==> config.mk <==
export PLATFORM = sky130hd
export DESIGN_NAME = fib_sched_flat
export DESIGN_NICKNAME = d
export VERILOG_FILES = /design/src/rtl/fib_sched_if.sv /design/src/rtl/fib_sched.sv /design/src/flat_wrapper.sv
export SDC_FILE = /design/constraint.sdc
export NUM_CORES = 1
export LEC_CHECK = 0
export CAP_MARGIN = 20
export CORE_MARGIN = 1.5
export CORE_UTILIZATION = 29
export CTS_BUF_LIST = sky130_fd_sc_hd__clkbuf_8
export DETAILED_ROUTE_END_ITERATION = 10
export SKIP_CTS_REPAIR_TIMING = 1
export SLEW_MARGIN = 20
export SYNTH_ARGS = -nofsm -noshare
export SYNTH_HDL_FRONTEND = slang
export SYNTH_SLANG_ARGS = --single-unit
==> constraint.sdc <==
create_clock -name clk -period 2.3 [get_ports clk]
set_input_delay 0.46 -clock clk [delete_from_list [all_inputs] [get_ports clk]]
set_output_delay 0.46 -clock clk [all_outputs]
set_load 0.02 [all_outputs]
==> src/rtl/fib_sched_if.sv <==
// rtl/fib_sched_if.sv - Requester fabric and Fibonacci core signal bundle for fib_sched
interface fib_sched_if #(
    parameter int NUM_REQ      = 4,
    parameter int INPUT_WIDTH  = 6,
    parameter int OUTPUT_WIDTH = 32
);
    logic [NUM_REQ-1:0]             req;
    logic [NUM_REQ*INPUT_WIDTH-1:0] req_n;
    logic [NUM_REQ-1:0]             grant;
    logic [NUM_REQ-1:0]             resp_valid;
    logic [OUTPUT_WIDTH-1:0]        resp_result;
    logic                           resp_overflow;
    logic                           fib_go;
    logic [INPUT_WIDTH-1:0]         fib_n;
    logic [OUTPUT_WIDTH-1:0]        fib_result;
    logic                           fib_overflow;
    logic                           fib_done;

    modport slave (
        input  req, req_n, fib_result, fib_overflow, fib_done,
        output grant, resp_valid, resp_result, resp_overflow, fib_go, fib_n
    );

    modport master (
        output req, req_n, fib_result, fib_overflow, fib_done,
        input  grant, resp_valid, resp_result, resp_overflow, fib_go, fib_n
    );
endinterface

==> src/rtl/fib_sched.sv <==
// rtl/fib_sched.sv - Round-robin scheduler sharing one Fibonacci core among NUM_REQ requesters
module fib_sched #(
    parameter int NUM_REQ      = 4,
    parameter int INPUT_WIDTH  = 6,
    parameter int OUTPUT_WIDTH = 32,
    parameter int TIMEOUT      = 1024
) (
    input  logic          clk,
    input  logic          rst,
    fib_sched_if.slave    bus,
    output logic          fault
);
    localparam int ID_W  = $clog2(NUM_REQ);
    localparam int CNT_W = $clog2(TIMEOUT);

    typedef enum logic [1:0] {IDLE, ISSUE, WAIT, RESP} state_t;

    state_t                  state;
    state_t                  state_nxt;
    logic [ID_W-1:0]         ptr;
    logic [ID_W-1:0]         id;
    logic [ID_W-1:0]         pick_id;
    logic                    pick_vld;
    logic [ID_W:0]           sum;
    logic [INPUT_WIDTH-1:0]  n_q;
    logic [CNT_W-1:0]        wd_cnt;
    logic                    wd_expire;
    logic [OUTPUT_WIDTH-1:0] result_q;
    logic                    overflow_q;
    logic [NUM_REQ-1:0]      id_onehot;
    logic [INPUT_WIDTH-1:0]  n_arr [NUM_REQ];

    for (genvar g = 0; g < NUM_REQ; g++) begin : g_slice
        assign n_arr[g] = bus.req_n[g*INPUT_WIDTH +: INPUT_WIDTH];
    end

    // Scan from the highest offset down so the nearest request at/after ptr wins.
    always_comb begin
        pick_vld = 1'b0;
        pick_id  = '0;
        sum      = '0;
        for (int k = NUM_REQ - 1; k >= 0; k--) begin
            sum = {1'b0, ptr} + (ID_W+1)'(k);
            if (sum >= (ID_W+1)'(NUM_REQ)) begin
                sum = sum - (ID_W+1)'(NUM_REQ);
            end
            if (bus.req[sum[ID_W-1:0]]) begin
                pick_vld = 1'b1;
                pick_id  = sum[ID_W-1:0];
            end
        end
    end

    assign wd_expire = (wd_cnt == CNT_W'(TIMEOUT - 1));
    assign id_onehot = NUM_REQ'(1) << id;

    always_comb begin
        state_nxt      = state;
        bus.fib_go     = 1'b0;
        bus.grant      = '0;
        bus.resp_valid = '0;
        case (state)
            IDLE: begin
                if (!fault && pick_vld) begin
                    state_nxt = ISSUE;
                end
            end
            ISSUE: begin
                bus.fib_go = 1'b1;
                bus.grant  = id_onehot;
                state_nxt  = WAIT;
            end
            WAIT: begin
                bus.grant = id_onehot;
                if (bus.fib_done) begin
                    state_nxt = RESP;
                end else if (wd_expire) begin
                    state_nxt = IDLE;
                end
            end
            RESP: begin
                bus.grant      = id_onehot;
                bus.resp_valid = id_onehot;
                state_nxt      = IDLE;
            end
            default: state_nxt = IDLE;
        endcase
    end

    assign bus.fib_n         = n_q;
    assign bus.resp_result   = result_q;
    assign bus.resp_overflow = overflow_q;

    always_ff @(posedge clk or posedge rst) begin
        if (rst) begin
            state      <= IDLE;
            ptr        <= '0;
            id         <= '0;
            n_q        <= '0;
            wd_cnt     <= '0;
            result_q   <= '0;
            overflow_q <= 1'b0;
            fault      <= 1'b0;
        end else begin
            state <= state_nxt;
            case (state)
                IDLE: begin
                    if (!fault && pick_vld) begin
                        id  <= pick_id;
                        n_q <= n_arr[pick_id];
                    end
                end
                ISSUE: wd_cnt <= '0;
                WAIT: begin
                    if (bus.fib_done) begin
                        result_q   <= bus.fib_result;
                        overflow_q <= bus.fib_overflow;
                    end else if (wd_expire) begin
                        fault <= 1'b1;
                    end else begin
                        wd_cnt <= wd_cnt + CNT_W'(1);
                    end
                end
                RESP: ptr <= (id == ID_W'(NUM_REQ - 1)) ? '0 : id + ID_W'(1);
                default: ;
            endcase
        end
    end
endmodule

==> src/flat_wrapper.sv <==
// flat-port wrapper written by rule: the top's interface ports become plain ports
module fib_sched_flat 
#(
    parameter int NUM_REQ      = 4,
    parameter int INPUT_WIDTH  = 6,
    parameter int OUTPUT_WIDTH = 32,
    parameter int TIMEOUT      = 1024
)
  (clk, rst, fault, bus_req, bus_req_n, bus_fib_result, bus_fib_overflow, bus_fib_done, bus_grant, bus_resp_valid, bus_resp_result, bus_resp_overflow, bus_fib_go, bus_fib_n);
  fib_sched_if #(.NUM_REQ(NUM_REQ), .INPUT_WIDTH(INPUT_WIDTH), .OUTPUT_WIDTH(OUTPUT_WIDTH)) bus_i ();
  input  logic clk;
  input  logic rst;
  output logic fault;
  input wire logic [$bits(bus_i.req)-1:0] bus_req;
  input wire logic [$bits(bus_i.req_n)-1:0] bus_req_n;
  input wire logic [$bits(bus_i.fib_result)-1:0] bus_fib_result;
  input wire logic [$bits(bus_i.fib_overflow)-1:0] bus_fib_overflow;
  input wire logic [$bits(bus_i.fib_done)-1:0] bus_fib_done;
  output wire logic [$bits(bus_i.grant)-1:0] bus_grant;
  output wire logic [$bits(bus_i.resp_valid)-1:0] bus_resp_valid;
  output wire logic [$bits(bus_i.resp_result)-1:0] bus_resp_result;
  output wire logic [$bits(bus_i.resp_overflow)-1:0] bus_resp_overflow;
  output wire logic [$bits(bus_i.fib_go)-1:0] bus_fib_go;
  output wire logic [$bits(bus_i.fib_n)-1:0] bus_fib_n;
  assign bus_i.req = bus_req;
  assign bus_i.req_n = bus_req_n;
  assign bus_i.fib_result = bus_fib_result;
  assign bus_i.fib_overflow = bus_fib_overflow;
  assign bus_i.fib_done = bus_fib_done;
  assign bus_grant = bus_i.grant;
  assign bus_resp_valid = bus_i.resp_valid;
  assign bus_resp_result = bus_i.resp_result;
  assign bus_resp_overflow = bus_i.resp_overflow;
  assign bus_fib_go = bus_i.fib_go;
  assign bus_fib_n = bus_i.fib_n;
  fib_sched #(.NUM_REQ(NUM_REQ), .INPUT_WIDTH(INPUT_WIDTH), .OUTPUT_WIDTH(OUTPUT_WIDTH), .TIMEOUT(TIMEOUT)) u_core (.clk(clk), .rst(rst), .bus(bus_i), .fault(fault));
endmodule
==> results.toml, run 1 <==
[outcome]
run_status = "finished clean"

[timing]
setup_tns_ps = 0
final.setup_skew_ps = 6.78
fin_crit_ps = 2190
grt_setup_unrepaired = "no"
clock.fmax_mhz = 456
hold_viol_final = 0
setup_viol = 0
slew_viol_final = 0
setup_slack_ps = 108
slew_headroom_pct = 65.0
final_period_util_pct = 95.3
worst_tran_pin_value_ps = 524

[clock_tree]
clkTransAtPathRegs_ps = 100
clock_latency_ps = 300
tritoncts = "built"
clock_path_buffers = 2
cts_root_buf = "sky130_fd_sc_hd__clkbuf_8"
cts_buffers = 5
clock_sinks = 56
max_h_tree_level = 2

[layout]
num-nets-final = 401
fill_cells = 812
area.sequential_sq_mm = 0.00141
drive_above_1_share_pct = 18.0
fin_area_sq_mm = 0.00406
layout-area-overhead-vs-synth_pct = 55.0
multi_input_combinational_cell_area_sq_mm = 0.00114
antenna_cells = 0

[drt]
route.layer.met1.wl_mm = 2.42
post_drt_wl_per_cell_microns = 13.4
drt_first_iter_violations = 43
drt_pass1_iterations = 4
route.final.wire_length_mm = 5.91
route.detailed.vias_per_inst = 4.57
route.met3.wl_microns = 480
final_antenna_net_count = 0
num_vias = 2014
drcViolationCount = 0
top_layer = "met4"
wl_met2_mm = 2.99

[power_and_ir_drop]
netSwitchingPower_uw = 1780
power.density_mw_per_mm2 = 1210
power_leakage_uw = 0.00179
cell_internal_power_uw = 3120
seq_power_share_pct = 34.4
switching_share_pct = 36.3
irDropWorstVdd_v = 0.000603
comb_power_share_pct = 52.5
clockPowerShare_pct = 13.1

[placed_design]
dp_hpwl_mm = 4.52
placement.setup.worst_slack_ps = 160
gp_congestion = 0.745
port_buffers = 112
area_after_detailed_placement_sq_mm = 0.00394

[global_route]
grt.overflow.total = 0
grt_pass1_vias = 2188
grt_first_pass_wirelength_mm = 10.2
grt_start_max_net_pins = 35
grt_antenna_before_repair = 0
grt_total_usage_pct = 12.6

[yosys]
post_synth_main_area_contributors = "sky130_fd_sc_hd__dfrtp_1 54%, sky130_fd_sc_hd__mux2_2 15%, sky130_fd_sc_hd__mux2i_1 4.6%"
ys_seq_elements = 56
synthMostInstantiatedCell = "sky130_fd_sc_hd__dfrtp_1"
synth_top_flop_cell = "sky130_fd_sc_hd__dfrtp_1"
synth.yosys.warnings = 0
synth_nets = 282
post-synth-top-area-cell = "sky130_fd_sc_hd__dfrtp_1"
sequential_cell_area_fraction_in_the_yosys_report_pct = 53.6
synth.cells.most_frequent = "56 x sky130_fd_sc_hd__dfrtp_1, 34 x sky130_fd_sc_hd__mux2_2, 21 x sky130_fd_sc_hd__nand2_1"
synthCells = 213
asyncSetResetFlopFracSynth_pct = 100
syn_avg_cell_area_sq_um = 12.3
synth_top_area_share_pct = 53.6
synthesis.area_sq_mm = 0.00262
number_of_enable_type_register_cells_in_the_synthesized_netlist = 0
synth.distinct_cells = 36

[die]
die_h_microns = 98.0
die_area_sq_mm = 0.00960
top_level_ports = 113
design.core.area_sq_mm = 0.00872
placementRows = 34
die_w_microns = 98.0
floorplan.initialDensity_pct = 30.0

[critical_path]
endpoint_kind = "output port"
worst_ep_arrival_time_ps = 1730
required_time_of_the_worst_setup_path_ps = 1840
start_kind = "flop"
crit_path_max_fanout = 5
crit_type = "reg2out"

[min_path]
min_path_type = "in2async"

[job]
cap_viol_max_count = 0
==> layout make-up <==
| cell class | count | area share, % |
|---|---|---|
| timing repair buffer | 120 | 30.5 |
| inverter | 8 | 0.740 |
| clock buffer | 5 | 1.70 |
| tap | 108 | 3.33 |
| clock inverter | 3 | 1.05 |
| multi-input combinational | 141 | 28.1 |
| sequential | 56 | 34.6 |
==> final timing paths <==
check,cells past startpoint,from,slack (ps),to
setup / recovery,4,u_core.id[0],110,bus_resp_valid[2]
hold / removal,2,rst,510,u_core.bus.resp_result[16]
setup reg to reg,6,u_core.wd_cnt[0],620,u_core.wd_cnt[9]
hold reg to reg,2,u_core.bus.fib_n[4],510,u_core.bus.fib_n[4]
max in group asynchronous,3,rst,1290,u_core.bus.resp_result[4]
min in group clk,2,u_core.bus.fib_n[4],510,u_core.bus.fib_n[4]
==> placed cells by master, fill, tap and decap left out, drive strengths merged, types with 2 or more instances in the layout <==
cell | netlist | final
a21o | 3 | 3
and3 | 5 | 5
buf | 7 | 8
clkbuf | 1 | 5
clkdlybuf4s50 | 0 | 110
dfrtp | 56 | 56
dlymetal6s2s | 0 | 2
ha | 5 | 5
inv | 7 | 9
mux2 | 34 | 34
mux2i | 12 | 12
nand2 | 21 | 21
nand2b | 3 | 3
nand3 | 3 | 3
nand4 | 4 | 4
nor2 | 11 | 11
nor2b | 7 | 7
nor3 | 3 | 3
o21ai | 3 | 3
o221ai | 6 | 6
o22ai | 2 | 2
xnor2 | 2 | 2
xor2 | 6 | 6
==> flip-flops by register name, indices dropped and copies added, names as in the netlist <==
signal	cells
u_core.wd_cnt	10
u_core.state	2
u_core.id	2
u_core.bus.resp_result	32
u_core.fault	1
u_core.ptr	2
u_core.bus.resp_overflow	1
u_core.bus.fib_n	6
==> power by group through the flow <==
stage | registers, uW | logic (uW) | clock network, uW
5_1_grt | 1760 | 2770 | 709
4_1_cts | 1690 | 2630 | 670
3_3_place_gp | 1690 | 2590 | 0
3_5_place_dp | 1700 | 2630 | 0
6_report | 1690 | 2570 | 643
2_1_floorplan | 2070 | 1050 | 0
==> kinds of logic (layout without fill, tap and decap cells) <==
group,count (synthesis),count (layout),synth area share [%]
AND/OR/NAND/NOR,62,62,12.1
multiplexers,46,46,19.2
flip-flops,56,56,53.6
XOR/XNOR,8,8,2.68
buffers and inverters,16,136,3.20
adder cells (fa/ha/maj),5,5,2.39
AO/OA/AOI/OAI,20,20,6.79
==> metal layers <==
layer / vias to the layer above / GRT usage, %
li1: 983 / -
met1: 970 / 15.2
met2: 59 / 21.9
met3: 2 / 5.01
met4: 0 / 1.65
met5: - / 0
==> worst max-delay path, stage by stage, from the launching register on <==
cell	delay (ps)
sky130_fd_sc_hd__dfrtp_2	450
sky130_fd_sc_hd__inv_1	90
sky130_fd_sc_hd__ha_1	150
sky130_fd_sc_hd__and3_1	150
sky130_fd_sc_hd__clkdlybuf4s50_1	600
==> through the flow <==
stage	cells	util (%)	hold slack, ps	power (uW)
after floorplan	213	-	496	3130
final	441	46.5	509	4910
after CTS	441	46.4	509	4990
after detailed placement	433	45.1	481	4330
after global routing	441	46.5	519	5240
after global placement	433	45.1	471	4280
No activity file was read; power rests on OpenSTA's default activity.
==> inputs of run 2 (changes only) <==
==> constraint.sdc (replaced) <==
create_clock -name clk -period 2.7 [get_ports clk]
set_input_delay 0.54 -clock clk [delete_from_list [all_inputs] [get_ports clk]]
set_output_delay 0.54 -clock clk [all_outputs]
set_load 0.02 [all_outputs]
==> run 2 against run 1 <==
  * Sequential share of layout area grew 0.80 points
  * Critical path type unchanged
  * Sequential power shrank 17%
  * Non-clock buffer count is 3 lower
==> results.toml, run 2 (synthesis gave the netlist of run 1 again) <==
[critical_path]
worst_ep_arrival_time_ps = 1890
endpoint_kind = "output port"
timing.rr.start = "u_core.ptr[0]"
crit_type = "reg2out"
critical_path.reg2reg.endpoint = "u_core.bus.fib_n[5]"
required_time_of_the_worst_setup_path_ps = 2160
worstRegToRegCells = 4
start_kind = "flop"
crit_path_max_fanout = 13
worst-r2r-setup-slack_ps = 1000

[placed_design]
gp_congestion = 0.748
area_after_detailed_placement_sq_mm = 0.00386
placement.setup.worst_slack_ps = 287
dp_hpwl_mm = 4.55
port_buffers = 112

[power_and_ir_drop]
netSwitchingPower_uw = 1530
irDropWorstVdd_v = 0.000503
seq_power_share_pct = 35.0
switching_share_pct = 37.7
comb_power_share_pct = 53.5
cell_internal_power_uw = 2520
power.density_mw_per_mm2 = 1020
power_leakage_uw = 0.00172
clockPowerShare_pct = 11.6

[timing]
worst_tran_pin_value_ps = 558
clock.fmax_mhz = 412
final.setup_skew_ps = 12.5
final_period_util_pct = 89.9
hold_viol_final = 0
grt_setup_unrepaired = "no"
slew_viol_final = 0
setup_viol = 0
fin_crit_ps = 2430
setup_tns_ps = 0
slew_headroom_pct = 62.8
fin_worst_hold_slack_ps = 504
setup_slack_ps = 274

[die]
floorplan.initialDensity_pct = 30.0
placementRows = 34
die_h_microns = 98.0
top_level_ports = 113
die_area_sq_mm = 0.00960
die_w_microns = 98.0
design.core.area_sq_mm = 0.00872

[layout]
fill_cells = 833
multi_input_combinational_cell_area_sq_mm = 0.00114
largest_register_ff_count = 32
mostFrequentLayoutCell = "sky130_fd_sc_hd__clkdlybuf4s50_1"
mostFrequentLayoutCells = "112 x sky130_fd_sc_hd__clkdlybuf4s50_1, 56 x sky130_fd_sc_hd__dfrtp_1, 34 x sky130_fd_sc_hd__mux2_2, 21 x sky130_fd_sc_hd__nand2_1, 12 x sky130_fd_sc_hd__mux2i_1"
fin_area_sq_mm = 0.00395
num-nets-final = 398
antenna_cells = 0
drive_above_1_share_pct = 16.7
layout-area-overhead-vs-synth_pct = 51.1
area.sequential_sq_mm = 0.00140

[global_route]
grt_antenna_before_repair = 0
grt_first_pass_wirelength_mm = 9.94
grt_total_usage_pct = 12.5
grt_pass1_vias = 2172
grt.overflow.total = 0
grt_start_max_net_pins = 35

[clock_tree]
clock_path_buffers = 2
clock_latency_ps = 310
clkTransAtPathRegs_ps = 100
cts_buffers = 5
cts_root_buf = "sky130_fd_sc_hd__clkbuf_8"
max_h_tree_level = 2
tritoncts = "built"
clock_sinks = 56

[min_path]
holdCritStartpoint = "u_core.bus.fib_n[4]"
worstHoldEndpoint = "u_core.bus.fib_n[4]"
min_path_type = "reg2reg"
hold-path-cell-count = 2

[drt]
route.final.wire_length_mm = 5.98
route.detailed.vias_per_inst = 4.64
num_vias = 2032
drcViolationCount = 0
drt_first_iter_violations = 32
post_drt_wl_per_cell_microns = 13.6
drt_pass1_iterations = 4
final_antenna_net_count = 0

[job]
cap_viol_max_count = 0

[outcome]
run_status = "finished clean"
==> run 2: cell types whose count changed in the layout (fill, tap and decap cells not counted) <==
cell                              before  now
sky130_fd_sc_hd__clkdlybuf4s50_1     110  112
sky130_fd_sc_hd__dlymetal6s2s_1        2    0
sky130_fd_sc_hd__buf_12                4    0
sky130_fd_sc_hd__dfrtp_2               3    0
sky130_fd_sc_hd__dfrtp_1              53   56
sky130_fd_sc_hd__bufinv_16             1    0
sky130_fd_sc_hd__clkinvlp_4            0    1
sky130_fd_sc_hd__inv_1                 7    6
sky130_fd_sc_hd__clkinv_2              0    1
sky130_fd_sc_hd__buf_4                 4    5
==> run 2: critical path: stages, from the launching register on <==
cell	delay, ps
sky130_fd_sc_hd__dfrtp_1	520
sky130_fd_sc_hd__nand2b_1	220
sky130_fd_sc_hd__clkinv_1	240
sky130_fd_sc_hd__clkdlybuf4s50_1	610
==> run 2: area by class of cell <==
class                   count  area share [%]
flip-flops and latches     56            35.4
repair buffers            117            29.3
multi-input cells         141            28.8
well taps                 108            3.42
clock buffers               5            1.74
inverters                   8           0.759
clock inverters             3           0.538
==> run 2: power by group through the flow <==
stage	Clock, uW	Combinational, uW	Sequential [uW]
6_report	469	2160	1410
5_1_grt	522	2320	1470
4_1_cts	496	2210	1420
3_5_place_dp	0	2190	1440
3_3_place_gp	0	2170	1420
2_1_floorplan	0	897	1770
==> run 2: stage by stage <==
step | total power, uW | cells | utilization, %
floorplan | 2660 | 213 | -
global placement | 3590 | 430 | 44.3
detailed placement | 3630 | 430 | 44.3
CTS | 4120 | 438 | 45.3
global route | 4320 | 438 | 45.3
finish | 4050 | 438 | 45.3
==> run 2: worst max path at each step <==
stage / start / to / slack (ps) / cells after the start
after floorplan: rst / u_core.bus.fib_n[0] / 790 / 1
after global placement: bus_req[2] / u_core.bus.fib_n[5] / 370 / 6
after detailed placement: bus_req[2] / u_core.bus.fib_n[5] / 290 / 6
after CTS: u_core.state[0] / bus_fib_go / 210 / 3
after global routing: u_core.state[0] / bus_fib_go / 120 / 3
final: u_core.state[0] / bus_fib_go / 270 / 3
==> run 2: metal layers <==
| layer | vias to the layer above | global-route usage (%) | routed length, microns |
|---|---|---|---|
| met2 | 60 | 22.9 | 3060 |
| met1 | 994 | 13.9 | 2410 |
| met5 | - | 0 | 0 |
| li1 | 972 | - | - |
| met3 | 6 | 4.51 | 458 |
| met4 | 0 | 2.75 | 56 |
==> inputs of run 3 (changes only) <==
--- a/config.mk
+++ b/config.mk
@@ -11,7 +11,6 @@
 export CTS_BUF_LIST = sky130_fd_sc_hd__clkbuf_8
 export DETAILED_ROUTE_END_ITERATION = 10
 export SKIP_CTS_REPAIR_TIMING = 1
-export SLEW_MARGIN = 20
 export SYNTH_ARGS = -nofsm -noshare
 export SYNTH_HDL_FRONTEND = slang
 export SYNTH_SLANG_ARGS = --single-unit
==> results of run 3 <==
No change in the layout: final DEF, timing and power equal those of run 2.
